[src/rtl/pipe_pkg.sv]
// Shared types and constants for the skid-buffered pipeline stage.
package pipe_pkg;

   localparam int LANE_W_DEF = 32;

   // Wide enough for any practical LANES*LANE_W; users slice the low bits.
   localparam int                   NOP_MAX_W   = 4096;
   localparam logic [NOP_MAX_W-1:0] NOP_PAYLOAD = '0;

   typedef enum logic [1:0] {
      EMPTY = 2'd0,
      ONE   = 2'd1,
      TWO   = 2'd2
   } pipe_state_e;

endpackage

[src/rtl/pipe_sat_cnt.sv]
// Saturating up-counter with a synchronous clear; holds at all-ones.
module pipe_sat_cnt #(
   parameter int WIDTH = 16
) (
   input  logic             clk,
   input  logic             clr,
   input  logic             clear_i,
   input  logic             inc_i,
   output logic [WIDTH-1:0] count_o
);

   logic [WIDTH-1:0] cnt_q;

   always_ff @(posedge clk or posedge clr) begin
      if (clr) begin
         cnt_q <= '0;
      end else if (clear_i) begin
         cnt_q <= '0;
      end else if (inc_i && (cnt_q != '1)) begin
         cnt_q <= cnt_q + WIDTH'(1);
      end
   end

   assign count_o = cnt_q;

endmodule

[src/rtl/pipe_stage_skid.sv]
// Two-entry (main + skid) pipeline stage with fully registered in_ready.
// Optional stall counter enabled by defining PIPE_STAGE_SKID_PERF_EN.
module pipe_stage_skid
   import pipe_pkg::*;
#(
   parameter int LANES  = 2,
   parameter int LANE_W = LANE_W_DEF
) (
   input  logic                    clk,
   input  logic                    clr,
   input  logic                    flush,
   input  logic                    in_valid,
   output logic                    in_ready,
   input  logic [LANES*LANE_W-1:0] in_data,
   output logic                    out_valid,
   input  logic                    out_ready,
   output logic [LANES*LANE_W-1:0] out_data,
`ifdef PIPE_STAGE_SKID_PERF_EN
   output logic [15:0]             stall_cnt,
`endif
   output pipe_state_e             dbg_state_o
);

   localparam int           W   = LANES * LANE_W;
   localparam logic [W-1:0] NOP = NOP_PAYLOAD[W-1:0];

   pipe_state_e  state_q;
   logic [W-1:0] main_q;
   logic [W-1:0] skid_q;
   logic         in_ready_q;
   logic         out_valid_q;

   // Empty entries are kept at NOP so out_data is a zero bubble without output muxing.
   always_ff @(posedge clk or posedge clr) begin
      if (clr) begin
         state_q     <= EMPTY;
         main_q      <= NOP;
         skid_q      <= NOP;
         in_ready_q  <= 1'b1;
         out_valid_q <= 1'b0;
      end else if (flush) begin
         state_q     <= EMPTY;
         main_q      <= NOP;
         skid_q      <= NOP;
         in_ready_q  <= 1'b1;
         out_valid_q <= 1'b0;
      end else begin
         case (state_q)
            EMPTY: begin
               if (in_valid) begin
                  main_q      <= in_data;
                  out_valid_q <= 1'b1;
                  state_q     <= ONE;
               end
            end
            ONE: begin
               if (in_valid && out_ready) begin
                  main_q <= in_data;
               end else if (in_valid) begin
                  skid_q     <= in_data;
                  in_ready_q <= 1'b0;
                  state_q    <= TWO;
               end else if (out_ready) begin
                  main_q      <= NOP;
                  out_valid_q <= 1'b0;
                  state_q     <= EMPTY;
               end
            end
            TWO: begin
               if (out_ready) begin
                  main_q     <= skid_q;
                  skid_q     <= NOP;
                  in_ready_q <= 1'b1;
                  state_q    <= ONE;
               end
            end
            default: begin
               state_q     <= EMPTY;
               main_q      <= NOP;
               skid_q      <= NOP;
               in_ready_q  <= 1'b1;
               out_valid_q <= 1'b0;
            end
         endcase
      end
   end

   assign in_ready    = in_ready_q;
   assign out_valid   = out_valid_q;
   assign out_data    = main_q;
   assign dbg_state_o = state_q;

`ifdef PIPE_STAGE_SKID_PERF_EN
   pipe_sat_cnt #(
      .WIDTH (16)
   ) u_stall_cnt (
      .clk     (clk),
      .clr     (clr),
      .clear_i (flush),
      .inc_i   (out_valid_q && !out_ready),
      .count_o (stall_cnt)
   );
`endif

endmodule
[config.mk]
export PLATFORM = sky130hd
export DESIGN_NAME = pipe_stage_skid
export DESIGN_NICKNAME = d
export VERILOG_FILES = /design/src/rtl/pipe_pkg.sv /design/src/rtl/pipe_sat_cnt.sv /design/src/rtl/pipe_stage_skid.sv
export SDC_FILE = /design/constraint.sdc
export NUM_CORES = 1
export LEC_CHECK = 0
export CORE_MARGIN = 5
export CORE_UTILIZATION = 51
export CTS_CLUSTER_SIZE = 12
export DETAILED_ROUTE_END_ITERATION = 10
export GPL_ROUTABILITY_DRIVEN = 0
export GPL_TIMING_DRIVEN = 0
export PLACE_DENSITY_LB_ADDON = 0.25
export RECOVER_POWER = 100
export SLEW_MARGIN = 20
export SYNTH_ARGS = -nofsm -noshare
export SYNTH_HDL_FRONTEND = slang
export SYNTH_SLANG_ARGS = --single-unit
[constraint.sdc]
create_clock -name clk -period 6.4 [get_ports clk]
set_input_delay 1.28 -clock clk [delete_from_list [all_inputs] [get_ports clk]]
set_output_delay 1.28 -clock clk [all_outputs]
set_load 0.03 [all_outputs]
==> run_results.csv <==
group,metric,value,unit
outcome,outcome,"finished, violations left",
outcome,violations,"capacitance limit, slew limit",
setup_path,path_class,"input pin to flop",
setup_path,crit_path_end_kind,"flop",
final_layout,drive_above_1_share,11.6,%
final_layout,design_area,0.00817,sq mm
drt,drt-total-wl,15200,microns
setup_path,reg2reg_depth,5,
floorplan,core_area,0.0119,sq mm
clocking,clk_pin_slew,0.05,ns
clocking,cts_root_buf,"clkbuf_16",
drt,ant_nets,0,
power_and_ir_drop,p_leak,3.86,nW
clocking,cts_tree,"done",
hold_path,hp-class,"flop to flop",
setup_path,cp-start-kind,"input pin",
synth,synth-main-ff-cell,"dfrtp_1",
setup_path,timing.rr.end,"skid_q[11]",
power_and_ir_drop,vdd_ir_drop_max,0.132,mV
synth,syn_area_per_cell,10.4,sq um
setup_path,rr_startpoint,"dbg_state_o[0]",
placement,dp.cells,874,
final_layout,fin_nets,815,
placement,numPortBuffers,134,
clocking,cts_resized,0,
synth,async_reset_ff_share,100,%
drt,wl_per_cell,16.8,microns
floorplan,fp.dieH,120,microns
final_layout,fin_cells,906,
clocking,htree_levels,4,
flow_run,drv_cap,1,
grt,grt_pass1_vias,4883,
setup_path,crit_end,"skid_q[11]",
drt,dr.pass1.iters,5,
sta,fmaxAchievable,271,MHz
synth,synth_cell_types,26,
final_layout,areaGrowthSynthToFinish,32.6,%
drt,drc,0,
grt,grt_pass1_wl,24600,microns
sta,finalCriticalPeriod,3.69,ns
synth,syn_nets,661,
floorplan,ios,137,
sta,fin_hold_ws,0.468,ns
floorplan,die_w,120,microns
sta,max_slew.worst_pin.slew,2.48,ns
synth,synth_edf_count,0,
synth,synth_warnings,0,
sta,skew,0.00405,ns
sta,finalWorstSetupSlack,2.71,ns
grt,overflow,0,
synth,yosysSeqAreaShare,53.6,%
setup_path,worstPathMaxFanout,10,
grt,track_usage,21.6,%
synth,synth_area_leaders,"dfrtp_1 (53%), mux2i_1 (11%), nand2_1 (8.0%)",
drt,viasPerCell,5.29,
final_layout,num_antenna_cells,0,
drt,routed-via-count,4792,
sta,slew_headroom,-66.2,%
power_and_ir_drop,power_density,273,mW/mm^2
final_layout,fin_util,68.6,%
floorplan,rows,40,
sta,final_max_slew_viol_count,56,
setup_path,arrival,4.01,ns
sta,grt_setup_unrepaired,"no",
sta,hold_viol,0,
clocking,cts_buffers,17,
synth,synthesis.area,0.00616,sq mm
floorplan,die_area,0.0144,sq mm
synth,netlist_instances,592,
setup_path,required,6.72,ns
setup_path,r2r_slack,3.86,ns
clocking,ctsHoldBuffers,0,
floorplan,initial_core_util,51.7,%
placement,post-dp-hpwl,10500,microns
placement,place_ws,3.02,ns
grt,grt_max_degree,78,
placement,placed_area,0.00772,sq mm
synth,synth_top_area_share,53.2,%
synth,yosysTopAreaCell,"dfrtp_1",
sta,period_share,57.7,%
synth,ys_ff_latch,132,
setup_path,cp-startpoint,"in_valid",
sta,setup_viol,0,
clocking,clk_path_buf_depth,2,
clocking,cts_setup_buffers,0,
power_and_ir_drop,power.total,2.23,mW
clocking,clock_sinks,132,
sta,finalSetupTns,0,ns
drt,drt_iter0_drc,409,
clocking,clock_latency,0.41,ns
grt,antenna_found_initial,0,
-- synth_stat cells, types with 2 or more instances --
library cell  count
a21oi_1           4
o21ai_0           4
nand2_1         131
buf_2            13
a22oi_1          63
mux2i_1          66
nor2_1            3
buf_4             8
o21ai_1          14
clkbuf_1          8
dfrtp_1         131
buf_6            14
nand2b_1          2
nor3_1            2
o21ai_2          47
a21o_1            3
inv_1            67
nor2b_1           4
-- cells in the final DEF, fill, tap and decap left out, drive strengths merged, types with 3 or more instances in the layout --
cell	count
a21o	3
nor2	4
clkdlybuf4s50	64
inv	66
nand2	131
o21ai	65
a21oi	5
a22oi	63
mux2i	66
clkbuf	46
nor2b	4
dlygate4sd3	70
buf	27
dfrtp	131
-- cell type report --
type                    instances  area, sq um
well taps                     147          184
inverters                      67          253
flip-flops and latches        132         3300
fillers                       947         3740
multi-input cells             349         2230
repair buffers                135         1370
clock inverters                 4         70.1
clock buffers                  28          497
plain buffers                  44          267
-- flip-flops by register name, indices dropped and copies added, names as in the netlist --
signal	count
dbg_state_o	2
out_valid	1
skid_q	64
out_data	64
in_ready	1
-- critical path: stages --
cell,delay [ns]
dlygate4sd3_1,0.64
nor2b_1,0.19
o22a_1,0.19
nor2_1,0.74
clkbuf_1,0.68
mux2i_1,0.29
-- where the power goes --
| part | leakage, nW | internal (mW) | total [mW] | switching, mW |
|---|---|---|---|---|
| clock network | 0.277 | 0.604 | 0.938 | 0.335 |
| logic | 1.79 | 0.153 | 0.376 | 0.223 |
| registers | 1.79 | 0.888 | 0.916 | 0.0284 |
-- cell families after synthesis --
| group | after synthesis | share of synthesized area, % |
|---|---|---|
| flops | 132 | 53.6 |
| buf+inv | 111 | 9.22 |
| mux | 66 | 10.7 |
| compound gates | 139 | 17.1 |
| simple gates | 144 | 9.36 |
-- layer usage --
layer	vias to the layer above	GRT usage, %	share of wire (%)
li1	2295	-	-
met1	2336	27.6	43
met2	136	35.3	50
met3	25	5.80	5.5
met4	0	7.73	1.8
met5	-	0	0
-- worst min path at each step --
stage / start / endpoint / slack [ns] / cells after the start
after floorplan: skid_q[62] / skid_q[62] / 0.50 / 2
after global placement: out_data[35] / out_data[35] / 0.46 / 2
after detailed placement: out_data[7] / out_data[7] / 0.46 / 2
after CTS: out_data[7] / out_data[7] / 0.48 / 2
after global routing: out_data[7] / out_data[7] / 0.48 / 2
final: out_data[23] / out_data[23] / 0.47 / 2
(Power assumes the default switching activity.)
